## config.mk

```make
export PLATFORM = sky130hd
export DESIGN_NAME = pipe_hazard_unit
export DESIGN_NICKNAME = d
export VERILOG_FILES = /design/src/rtl/pipe_hazard_unit.sv
export SDC_FILE = /design/constraint.sdc
export NUM_CORES = 1
export LEC_CHECK = 0
export ABC_CLOCK_PERIOD_IN_PS = 4200
export BUFFER_PORTS_ARGS = -buffer_cell sky130_fd_sc_hd__buf_2
export CORE_ASPECT_RATIO = 0.6
export CORE_MARGIN = 4
export CORE_UTILIZATION = 45
export CTS_CLUSTER_DIAMETER = 30
export CTS_CLUSTER_SIZE = 40
export DETAILED_ROUTE_END_ITERATION = 7
export HOLD_SLACK_MARGIN = 0.12
export PLACE_DENSITY = 0.82
export SYNTH_ARGS = -nofsm -noshare
export SYNTH_HDL_FRONTEND = slang
export SYNTH_SLANG_ARGS = --single-unit
```

## constraint.sdc

```tcl
create_clock -name clock -period 4.2 [get_ports clock]
set_input_delay 0.42 -clock clock [delete_from_list [all_inputs] [get_ports clock]]
set_output_delay 0.42 -clock clock [all_outputs]
set_load 0.03 [all_outputs]
```

## src/rtl/pipe_hazard_unit.sv

```systemverilog
// ---------------------------------------------------------------------------
// pipe_hazard_unit
//
// Hazard and forwarding controller for the 5-stage ARMv8 pipeline
// (IF, ID, EX, MEM, WB). It is the single place that decides which
// pipeline registers advance, hold or are loaded with a bubble.
//
//   * Forwarding: for every source operand of the instruction in EX, pick
//     the EX/MEM result, the MEM/WB result or the register file.
//   * Load-use: when the instruction in ID reads the destination of a load
//     in EX, hold PC and IF/ID for one cycle and put a bubble into ID/EX.
//   * Taken branch: branches resolve in MEM; the three younger stages are
//     flushed and the PC takes the branch target.
//   * Data-memory wait: while MEM waits on data memory the whole pipeline
//     is frozen (front end held, back end held, nothing flushed).
//   * Wait timeout: a small FSM counts consecutive frozen cycles. Once the
//     limit is exceeded it enters ERR. That state is sticky until reset and
//     keeps the pipeline frozen.
//   * Debug: saturating counters for load-use bubbles, branch flushes and
//     freeze cycles. The FSM state is exported on the state port.
//
// Control priority: reset > ERR > freeze > branch > load-use > run.
// Register address 31 (XZR) never produces a forward or a hazard.
//
// Handshake note: dmem_req/dmem_ready form a valid/ready pair. A data-memory
// access completes in the cycle where dmem_req && dmem_ready are both high.
// A cycle with dmem_req high and dmem_ready low is a freeze cycle. MEM is
// held during a freeze, so its inputs (including mem_pcsrc) stay stable
// until the access completes.
//
// Ports
//   clock         in   rising-edge clock
//   reset         in   synchronous, active-low
//   id_src        in   source register addresses of the ID instruction
//   id_src_vld    in   per-operand "operand actually read" flags for ID
//   ex_src        in   source register addresses of the EX instruction
//   ex_rd         in   destination of the EX instruction
//   ex_memread    in   EX instruction is a load
//   mem_rd        in   destination in EX/MEM
//   mem_regwrite  in   EX/MEM instruction writes a register
//   wb_rd         in   destination in MEM/WB
//   wb_regwrite   in   MEM/WB instruction writes a register
//   mem_pcsrc     in   branch in MEM is taken
//   dmem_req      in   MEM stage is accessing data memory
//   dmem_ready    in   data memory completes this cycle
//   pc_we         out  PC write enable
//   ifid_we       out  IF/ID write enable
//   ifid_flush    out  IF/ID loads a bubble
//   idex_flush    out  ID/EX loads a bubble
//   exmem_flush   out  EX/MEM loads a bubble
//   back_hold     out  hold EX/MEM and MEM/WB
//   fwd_sel       out  per EX operand: 00 regfile, 10 EX/MEM, 01 MEM/WB
//   err           out  sticky data-memory timeout
//   stall_cnt     out  load-use bubble count (saturating)
//   flush_cnt     out  taken-branch flush count (saturating)
//   wait_cnt      out  freeze cycle count outside ERR (saturating)
//   state         out  FSM state: 0 RUN, 1 WAIT, 2 ERR
// ---------------------------------------------------------------------------
module pipe_hazard_unit #(
  parameter int RA_W     = 5,
  parameter int NUM_SRC  = 2,
  parameter int WAIT_MAX = 15,
  parameter int CNT_W    = 16
) (
  input  logic                      clock,
  input  logic                      reset,
  input  logic [NUM_SRC*RA_W-1:0]   id_src,
  input  logic [NUM_SRC-1:0]        id_src_vld,
  input  logic [NUM_SRC*RA_W-1:0]   ex_src,
  input  logic [RA_W-1:0]           ex_rd,
  input  logic                      ex_memread,
  input  logic [RA_W-1:0]           mem_rd,
  input  logic                      mem_regwrite,
  input  logic [RA_W-1:0]           wb_rd,
  input  logic                      wb_regwrite,
  input  logic                      mem_pcsrc,
  input  logic                      dmem_req,
  input  logic                      dmem_ready,
  output logic                      pc_we,
  output logic                      ifid_we,
  output logic                      ifid_flush,
  output logic                      idex_flush,
  output logic                      exmem_flush,
  output logic                      back_hold,
  output logic [NUM_SRC*2-1:0]      fwd_sel,
  output logic                      err,
  output logic [CNT_W-1:0]          stall_cnt,
  output logic [CNT_W-1:0]          flush_cnt,
  output logic [CNT_W-1:0]          wait_cnt,
  output logic [1:0]                state
);

  typedef enum logic [1:0] {
    ST_RUN  = 2'd0,
    ST_WAIT = 2'd1,
    ST_ERR  = 2'd2
  } state_t;

  localparam logic [RA_W-1:0]  XZR      = '1;
  localparam logic [CNT_W-1:0] WAIT_LIM = CNT_W'(WAIT_MAX);
  localparam logic [CNT_W-1:0] CNT_SAT  = '1;

  state_t           state_q, state_d;
  logic [CNT_W-1:0] wcnt_q, wcnt_d;

  logic in_err;
  logic freeze;
  logic branch;
  logic lu_hit;
  logic loaduse;

  // -------------------------------------------------------------------------
  // Event decode, with the priority folded in so that at most one of
  // freeze / branch / loaduse is active in any cycle outside ERR.
  // -------------------------------------------------------------------------
  assign in_err  = (state_q == ST_ERR);
  assign freeze  = dmem_req && !dmem_ready;
  assign branch  = mem_pcsrc && !freeze && !in_err;
  assign loaduse = ex_memread && lu_hit && !branch && !freeze && !in_err;

  // Any read operand of the ID instruction matching the load destination.
  // A load to XZR discards its result, so it never creates a dependency.
  always_comb begin
    lu_hit = 1'b0;
    for (int i = 0; i < NUM_SRC; i++) begin
      if (id_src_vld[i] && (id_src[i*RA_W +: RA_W] == ex_rd) && (ex_rd != XZR)) begin
        lu_hit = 1'b1;
      end
    end
  end

  // -------------------------------------------------------------------------
  // Forwarding selects. EX/MEM holds the younger result, so it wins over
  // MEM/WB when both write the same register.
  // -------------------------------------------------------------------------
  always_comb begin
    fwd_sel = '0;
    if (reset) begin
      for (int i = 0; i < NUM_SRC; i++) begin
        if (ex_src[i*RA_W +: RA_W] != XZR) begin
          if (mem_regwrite && (mem_rd == ex_src[i*RA_W +: RA_W])) begin
            fwd_sel[2*i +: 2] = 2'b10;
          end else if (wb_regwrite && (wb_rd == ex_src[i*RA_W +: RA_W])) begin
            fwd_sel[2*i +: 2] = 2'b01;
          end
        end
      end
    end
  end

  // -------------------------------------------------------------------------
  // Pipeline control outputs.
  // -------------------------------------------------------------------------
  always_comb begin
    pc_we       = 1'b1;
    ifid_we     = 1'b1;
    ifid_flush  = 1'b0;
    idex_flush  = 1'b0;
    exmem_flush = 1'b0;
    back_hold   = 1'b0;
    if (!reset) begin
      // Keep the front end still and fill every stage with bubbles so the
      // pipeline comes out of reset empty.
      pc_we       = 1'b0;
      ifid_we     = 1'b0;
      ifid_flush  = 1'b1;
      idex_flush  = 1'b1;
      exmem_flush = 1'b1;
    end else if (in_err || freeze) begin
      pc_we     = 1'b0;
      ifid_we   = 1'b0;
      back_hold = 1'b1;
    end else if (branch) begin
      // PC takes the branch target; the three wrong-path instructions die.
      ifid_flush  = 1'b1;
      idex_flush  = 1'b1;
      exmem_flush = 1'b1;
    end else if (loaduse) begin
      // One bubble; the condition is re-evaluated in the next cycle.
      pc_we      = 1'b0;
      ifid_we    = 1'b0;
      idex_flush = 1'b1;
    end
  end

  // -------------------------------------------------------------------------
  // Wait-timeout FSM. wcnt counts consecutive frozen cycles including the
  // one that left RUN, so the cycle after WAIT_MAX frozen cycles, if still
  // frozen, moves to ERR (WAIT_MAX + 1 frozen cycles in total).
  // -------------------------------------------------------------------------
  always_comb begin
    state_d = state_q;
    wcnt_d  = wcnt_q;
    case (state_q)
      ST_RUN: begin
        if (freeze) begin
          state_d = ST_WAIT;
          wcnt_d  = CNT_W'(1);
        end
      end
      ST_WAIT: begin
        if (!freeze) begin
          state_d = ST_RUN;
          wcnt_d  = '0;
        end else if (wcnt_q >= WAIT_LIM) begin
          state_d = ST_ERR;
        end else begin
          wcnt_d = wcnt_q + 1'b1;
        end
      end
      ST_ERR: begin
        state_d = ST_ERR;
      end
      default: begin
        state_d = ST_RUN;
        wcnt_d  = '0;
      end
    endcase
  end

  always_ff @(posedge clock) begin
    if (!reset) begin
      state_q <= ST_RUN;
      wcnt_q  <= '0;
    end else begin
      state_q <= state_d;
      wcnt_q  <= wcnt_d;
    end
  end

  assign err   = in_err;
  assign state = state_q;

  // -------------------------------------------------------------------------
  // Saturating event counters.
  // -------------------------------------------------------------------------
  always_ff @(posedge clock) begin
    if (!reset) begin
      stall_cnt <= '0;
      flush_cnt <= '0;
      wait_cnt  <= '0;
    end else begin
      if (loaduse && (stall_cnt != CNT_SAT)) begin
        stall_cnt <= stall_cnt + 1'b1;
      end
      if (branch && (flush_cnt != CNT_SAT)) begin
        flush_cnt <= flush_cnt + 1'b1;
      end
      if (freeze && !in_err && (wait_cnt != CNT_SAT)) begin
        wait_cnt <= wait_cnt + 1'b1;
      end
    end
  end

endmodule

```

# After elaboration in Yosys (flattened, before gate mapping)

Index checks and enable logic that the tools add are counted.

Register bits: 66
Bits of input ports: 45
Output and inout port bits: 61
Word-level logic and storage cells: 85

Add/subtract/negate cells: 4
Order comparisons: 1
Equality and inequality tests: 17
Mux-type cells: 30
Bitwise gates (word level): 1
Reduce and logical (&&, ||, !) cells: 27

Operators with widths:

| kind                  | number |
|---|---|
| $add 16x1->16 const B | 4 |
| $mux 16               | 3 |
| $ne 16x16->1 const B  | 3 |
| $pmux 16 s3           | 1 |
| $eq 5x5->1            | 6 |
| $logic_and 1x1->1     | 19 |
| $mux 1                | 17 |
| $ge 16x4->1 const B   | 1 |
| $ne 5x5->1 const B    | 3 |
| $mux 2                | 7 |
| $ne 3x3->1 const B    | 2 |
| $pmux 2 s3            | 1 |
| $logic_not 1->1       | 4 |
| $mux 4                | 1 |
| $reduce_and 3->1      | 1 |
| $eq 2x1->1 const B    | 1 |
| $eq 2x2->1 const B    | 1 |
| $logic_not 2->1       | 1 |
| $ne 2x2->1 const B    | 1 |
| $reduce_and 2->1      | 1 |
| $logic_or 1x1->1      | 1 |
| $not 1->1             | 1 |

# Depth between registers and ports, before layout

Gate-level depths: netlist of the first run.

Depth after elaboration: 13
Depth in mapped cells: 10
Depth with buffers taken out: 7

# Least setup slack after synthesis of the first run

OpenSTA, ideal clock, no wires.

Kind: flip-flop to output port
Start point: reg state_q[0] (netlist: state[0])
End point: out pc_we
Data arrival time: 2.048 ns
Data required time: 3.780 ns
Path slack: 1.732 ns
Stages on the path, launching flop included: 9
Buffers on the path: 2
Path through: dfxtp_1 buf_4 or2b_2 inv_2 nor2_1 nand4b_1 or2_2 and3_1 buf_4

Cells in the longest elaborated chain, start to end: 11
Elaborated cells between the ends (all ways): 12
Those cells by class: 1 x eq/ne; 4 x mux; 7 x reduce/logical

RTL lines:

| what                            | line     | source |
|---|---|---|
| start: declaration              | 103      | `state_t state_q, state_d;` |
| start signal: assignment        | 226      | `state_q <= state_d;` |
| $eq 2x2->1 (*)                  | 116      | `assign in_err = (state_q == ST_ERR);` |
| net err                         | 86       | `output logic err,` |
| $logic_not 1->1                 | 118, 119 |  |
| $logic_and 1x1->1               | 118      | `assign branch = mem_pcsrc && !freeze && !in_err;` |
| $logic_not 1->1                 | 119      | `assign loaduse = ex_memread && lu_hit && !branch && !freeze && !in_err;` |
| $logic_and 1x1->1 (3 in series) | 119      |  |
| $mux 1 (2 in series)            | n/a      |  |
| $mux 1 (*) (2 in series)        | n/a      |  |
| end: declaration                | 79       | `output logic pc_we,` |

Mark *: on every way through the listed nets, which the timed path passes. The rest lies on a longest branch.

# Worst setup path after layout of the first run

Start point: reg state_q[0] (netlist: state[0])
End point: out ifid_we

Cells in the longest elaborated chain, start to end: 11
Elaborated cells between the ends (all ways): 12
Those cells by class: 1 x eq/ne; 4 x mux; 7 x reduce/logical

RTL lines:

| what                            | line     | source |
|---|---|---|
| $eq 2x2->1 (*)                  | 116      |  |
| $logic_not 1->1                 | 118, 119 |  |
| $logic_and 1x1->1               | 118      |  |
| $logic_not 1->1                 | 119      |  |
| $logic_and 1x1->1 (3 in series) | 119      |  |
| $mux 1                          | 178      | `end else if (loaduse) begin` |
| $mux 1                          | 173      | `end else if (branch) begin` |
| $mux 1 (*)                      | 169      | `end else if (in_err \|\| freeze) begin` |
| $mux 1 (*)                      | 161      | `if (!reset) begin` |
| end: declaration                | 80       | `output logic ifid_we,` |

Mark *: on every way between the ends. The rest lies on a longest branch, timed or not.

==> flow_summary_export.csv, run 1 <==
group,metric,value,unit
route,wl_per_cell,14.6,um
timing,worst_slew_pin_slew,0.781,ns
critical_path,path_cells,"or2b_2 > inv_2 > nor2_1 > nand4b_1 > or2_2 > and3_1 > buf_2",
synth,synthesis.nets,445,
cells_and_area,layout.nets,545,
timing,maxSlewHeadroom,47.8,%
cts,cts-resized-gates,0,
synth,synth_edf_count,0,
floorplan,core-area,7270,um^2
power_and_ir_drop,total_power,1.47,mW
power_and_ir_drop,p_leak,1.83,nW
global_route,grt_max_degree,47,
global_route,grtUsageMet1,24.7,%
global_route,grt_pass1_wl,14200,um
timing,fin_ws,1.56,ns
global_route,grt_pass1_vias,2938,
critical_path,slowest_delay,0.51,ns
cells_and_area,final_cell_area,4240,um^2
cts,insertion_delay,0.33,ns
critical_path,path_buf_inv,2,
route,firstDrtPassIters,5,
place,pre_cts_ws,1.78,ns
global_route,busiest_layer,"met2",
floorplan,num_rows,24,
cts,cts_hold_repair.buffers,0,
cts,htree_levels,3,
floorplan,chipWidth,120,um
synth,avgSynthCellArea,8.53,um^2
power_and_ir_drop,irDropWorstVdd,0.242,mV
timing,report.final.slew_viol_count,0,
cells_and_area,n_fill_cell,658,
global_route,antenna_found_initial,0,
route,wirelength,8820,um
cts,cts.path.max_buffers,2,
place,post_dp_cell_area,3960,um^2
global_route,overflow,0,
synth,yosysSeqAreaShare,39.1,%
timing,max_freq,379,MHz
floorplan,num_io_pins,106,
synth,synth-seq-cells,66,
route,dr_total_vias,3253,
synth,synth-warning-count,0,
power_and_ir_drop,p_switching,0.341,mW
critical_path,path_class,"reg -> out",
cells_and_area,drive_gt1_share,25.3,%
critical_path,endpoint_kind,"primary output",
global_route,use_met3,7.36,%
global_route,grt_use_total,20.0,%
cts,root_buffer,"clkbuf_16",
critical_path,cp-start-kind,"register",
place,hpwl,6660,um
critical_path,ff2ff_setup_slack,1.88,ns
place,dp_cells,589,
synth,netlist_instances,396,
synth,ys_types,47,
timing,hold_viol,0,
cts,cts_sinks,66,
critical_path,crit_path_top_delay_cell,"dfxtp_1",
route,initialDrtViolationCount,271,
critical_path,arrival,2.22,ns
synth,synth_area,3380,um^2
cells_and_area,final_cells,605,
power_and_ir_drop,cellPowerDensity,346,nW/um^2
global_route,use_met2,32.8,%
critical_path,critPathMaxFanout,10,
critical_path,required,3.78,ns
run,max_cap_violations,0,
timing,rsz0062_at_grt,"no",
place,portBuffers,105,
power_and_ir_drop,p_clk_share,48.1,%
route,viasPerCell,5.38,
power_and_ir_drop,p_int,1.13,mW
route,postRouteAntennaNets,0,
synth,synthArstFlopShare,0,%
power_and_ir_drop,p_seq_share,43.5,%
timing,fin_worst_skew,0.00385,ns
cts,numCtsBuffers,9,
power_and_ir_drop,switching_share,23.3,%
cells_and_area,n_antenna_cell,0,
cts,cts_tree,"done",
power_and_ir_drop,power_frac_comb,8.5,%
route,drcViolationCount,0,
critical_path,critPathTopFamily,"simple AND/OR/NAND/NOR gates",
cells_and_area,syn_to_final_growth,25.4,%
hold_path,hp-class,"reg -> reg",
place,gp_congestion,0.845,
timing,period_needed,2.64,ns
floorplan,start_util,46.5,%
timing,setup_viol,0,
cts,cts.clk_slew.worst_paths,0.05,ns
timing,tns,0,ns
timing,fin_crit_sh,62.8,%
synth,ys.flop_type,"dfxtp_1",
cts,cts_setup_buffers,0,
floorplan,dieHeight,75.1,um
outcome,outcome,"completed",
floorplan,dieArea,9010,um^2
==> synthesized netlist by cell type (3+ instances only) <==
master,instances,area (um^2)
inv_1,3,11.3
o211ai_1,3,22.5
ha_1,4,50.1
mux2i_1,3,30.0
nor4b_1,3,26.3
nand4_1,18,113
nand2_1,28,105
buf_4,3,22.5
and3_1,16,100
or3_1,8,50.1
or4_1,3,22.5
xor2_1,34,298
nand2b_1,3,18.8
o21ai_0,10,50.1
dfxtp_1,66,1320
xnor2_1,24,210
and2_1,16,100
and4_1,4,35.0
nand3_1,26,130
clkbuf_1,11,41.3
a21oi_1,17,85.1
o31a_1,3,26.3
nor3_1,11,55.1
a31oi_1,4,25.0
o21a_1,5,37.5
nor2_1,36,135
nor4_1,9,56.3
==> area by class of cell <==
type,instances,area [um^2],share of cell area [%]
Clock inverter,2,10.0,0.236
Multi-Input combinational cell,309,1960,46.2
Inverter,5,18.8,0.443
Tap cell,104,130,3.07
Timing Repair Buffer,105,526,12.4
Clock buffer,14,274,6.46
Sequential cell,66,1320,31.2
==> power by group through the flow <==
stage | registers (mW) | clock network [mW] | logic [mW]
6_report | 0.638 | 0.706 | 0.124
5_1_grt | 0.638 | 0.743 | 0.137
4_1_cts | 0.638 | 0.717 | 0.124
3_5_place_dp | 0.651 | 0 | 0.124
3_3_place_gp | 0.650 | 0 | 0.119
2_1_floorplan | 0.656 | 0 | 0.0695
==> state kept, by name, summed over array words and instances (netlist names) <==
name / cells
flush_cnt: 16
stall_cnt: 16
state: 2
wait_cnt: 16
wcnt_q: 16
==> layout by cell type (no fill, tap or decap), drive strengths merged, types with 2 or more instances in the layout <==
cell type and n:
o21ai 10, nand3 26, nor4b 3, xnor2 24, or3 9, nor2 36, o31ai 2, xor2 34
a211oi 2, or4 3, nor3 11, nor4 10, nand2b 3, o31a 3, o211ai 3, o21a 5
a21oi 17, clkbuf 14, dfxtp 66, inv 5, nand2 28, a31oi 4, o2111ai 2, buf 105
and3 16, clkinv 2, mux2i 3, and4 4, nor3b 2, and2 17, nand4 18, ha 4
==> per-layer routing <==
metal	up-vias	wire [um]
met3	16	612
li1	1619	-
met4	0	168
met1	1520	4090
met5	-	0
met2	98	3950
==> kinds of logic (layout without fill, tap and decap cells) <==
group / Yosys count / in the layout / share of synthesized area [%]
simple gates: 191 / 191 / 30.5
fa+ha+maj: 4 / 4 / 1.48
compound gates: 52 / 52 / 9.70
mux: 4 / 4 / 1.22
xor+xnor: 58 / 58 / 15.0
flops: 66 / 66 / 39.1
buf+inv: 21 / 126 / 2.92
==> final timing paths <==
path	endpoint	depth (start not counted)	from
setup / recovery	ifid_we	7	state[0]
hold / removal	wcnt_q[7]	1	wcnt_q[7]
setup reg to reg	stall_cnt[9]	7	state[0]
hold reg to reg	wcnt_q[7]	1	wcnt_q[7]
==> through the flow <==
stage          hold slack, ns  util, %
6_report                0.457     58.3
5_1_grt                 0.477     58.3
4_1_cts                 0.461     58.3
3_5_place_dp            0.447     54.4
3_3_place_gp            0.443     54.4
2_1_floorplan           0.430        -
No activity file was read; power rests on OpenSTA's default activity.
==> inputs of run 2 (changes only) <==
--- a/config.mk
+++ b/config.mk
@@ -5,7 +5,7 @@
 export SDC_FILE = /design/constraint.sdc
 export NUM_CORES = 1
 export LEC_CHECK = 0
-export ABC_CLOCK_PERIOD_IN_PS = 4200
+export ABC_CLOCK_PERIOD_IN_PS = 2700
 export BUFFER_PORTS_ARGS = -buffer_cell sky130_fd_sc_hd__buf_2
 export CORE_ASPECT_RATIO = 0.6
 export CORE_MARGIN = 4
==> constraint.sdc (replaced) <==
create_clock -name clock -period 2.7 [get_ports clock]
set_input_delay 0.27 -clock clock [delete_from_list [all_inputs] [get_ports clock]]
set_output_delay 0.27 -clock clock [all_outputs]
set_load 0.03 [all_outputs]
==> flow_summary_export.csv, run 2 (same netlist as run 1, synthesis figures left out) <==
group,metric,value,unit
outcome,outcome,"completed",
timing,setup_viol,0,
place,post_dp_cell_area,3980,um^2
cts,cts_tree,"done",
cells_and_area,layout.nets,548,
floorplan,start_util,46.5,%
critical_path,regToRegEndpoint,"stall_cnt[9]",
cts,numCtsBuffers,9,
route,wl_per_cell,14.6,um
cts,root_buffer,"clkbuf_16",
cells_and_area,layout_common_cells,"buf_2, dfxtp_1, nor2_1, xor2_1, nand2_1",
floorplan,chipWidth,120,um
critical_path,required,2.43,ns
cts,cts.clk_slew.worst_paths,0.05,ns
route,wirelength,8820,um
cts,cts-resized-gates,0,
critical_path,crit_start,"state[0]",
timing,fin_ws,0.262,ns
run,max_cap_violations,0,
global_route,overflow,0,
cells_and_area,syn_to_final_growth,25.0,%
power_and_ir_drop,irDropWorstVdd,0.310,mV
timing,report.final.slew_viol_count,0,
cts,htree_levels,3,
timing,maxSlewHeadroom,57.8,%
route,dr_total_vias,3268,
floorplan,dieHeight,75.1,um
floorplan,core-area,7270,um^2
power_and_ir_drop,total_power,2.18,mW
global_route,grt_pass1_vias,3077,
critical_path,crit_end,"pc_we",
timing,rsz0062_at_grt,"no",
cts,cts.path.max_buffers,2,
cts,cts_setup_buffers,0,
place,dp_cells,592,
critical_path,ff2ff_setup_slack,0.45,ns
global_route,grt_max_degree,27,
route,drcViolationCount,0,
timing,fin_crit_sh,90.3,%
critical_path,cp-start-kind,"register",
critical_path,critPathMaxFanout,10,
timing,fin_worst_skew,0.00434,ns
place,gp_congestion,0.814,
hold_path,hp-class,"in -> reg",
critical_path,r2r_start,"state[0]",
timing,worst_slew_pin_slew,0.630,ns
place,pre_cts_ws,0.466,ns
floorplan,dieArea,9010,um^2
place,portBuffers,105,
route,viasPerCell,5.41,
route,postRouteAntennaNets,0,
cts,insertion_delay,0.33,ns
global_route,antenna_found_initial,0,
power_and_ir_drop,cellPowerDensity,517,nW/um^2
critical_path,path_class,"reg -> out",
timing,period_needed,2.44,ns
timing,hold_viol,0,
cells_and_area,drive_gt1_share,25.4,%
cells_and_area,final_cell_area,4230,um^2
timing,max_freq,410,MHz
critical_path,arrival,2.17,ns
route,initialDrtViolationCount,165,
power_and_ir_drop,p_leak,1.82,nW
cts,cts_hold_repair.buffers,0,
critical_path,r2r_cells,7,
critical_path,endpoint_kind,"primary output",
cells_and_area,n_antenna_cell,0,
cells_and_area,final_common_cell,"buf_2",
timing,tns,0,ns
cells_and_area,final_cells,604,
route,firstDrtPassIters,5,
floorplan,num_rows,24,
global_route,grt_use_total,20.1,%
place,hpwl,6670,um
cts,cts_sinks,66,
timing,whs,0.388,ns
cells_and_area,post-route-util,58.1,%
floorplan,num_io_pins,106,
global_route,grt_pass1_wl,14300,um
-- run 2: cell types whose count changed in the layout (fill, tap and decap cells not counted), sizes merged --
cell / previous run / this run
buf: 105 / 108
clkbuf: 14 / 11
clkinv: 2 / 1
-- run 2: worst min-delay path by stage --
| stage | startpoint | end | slack [ns] | depth (start not counted) |
|---|---|---|---|---|
| floorplan | reset | stall_cnt[10] | 0.42 | 2 |
| global placement | wcnt_q[11] | wcnt_q[11] | 0.44 | 1 |
| detailed placement | wcnt_q[8] | wcnt_q[8] | 0.45 | 1 |
| CTS | reset | state[0] | 0.37 | 3 |
| global route | reset | state[0] | 0.39 | 3 |
| finish | reset | state[0] | 0.39 | 3 |
-- run 2: worst max-delay path, cell delays in order (launching register included) --
cell and delay (ns):
dfxtp_1 0.49, or2b_2 0.21, inv_2 0.04, nor2_1 0.16, nand4b_1 0.19, or2_2 0.36
and3_1 0.21, buf_2 0.18
-- run 2: where the power goes --
| part | internal, mW | total (mW) | switching (mW) |
|---|---|---|---|
| Clock | 0.622 | 0.995 | 0.373 |
| Combinational | 0.0774 | 0.196 | 0.119 |
| Sequential | 0.983 | 0.993 | 0.0101 |
| Total | 1.68 | 2.18 | 0.502 |
-- run 2: routing by layer --
metal | up-vias | global-route usage [%] | share of wire (%)
li1 | 1622 | - | -
met1 | 1508 | 24.8 | 46
met4 | 0 | 10.9 | 1.9
met3 | 21 | 5.93 | 6.6
met2 | 117 | 32.6 | 45
met5 | - | 0 | 0
-- run 2: cell type report --
type,instances,area [um^2]
well taps,104,130
repair buffers,108,548
flip-flops and latches,66,1320
fillers,697,3040
clock buffers,11,243
clock inverters,1,5.00
inverters,5,18.8
multi-input cells,309,1960
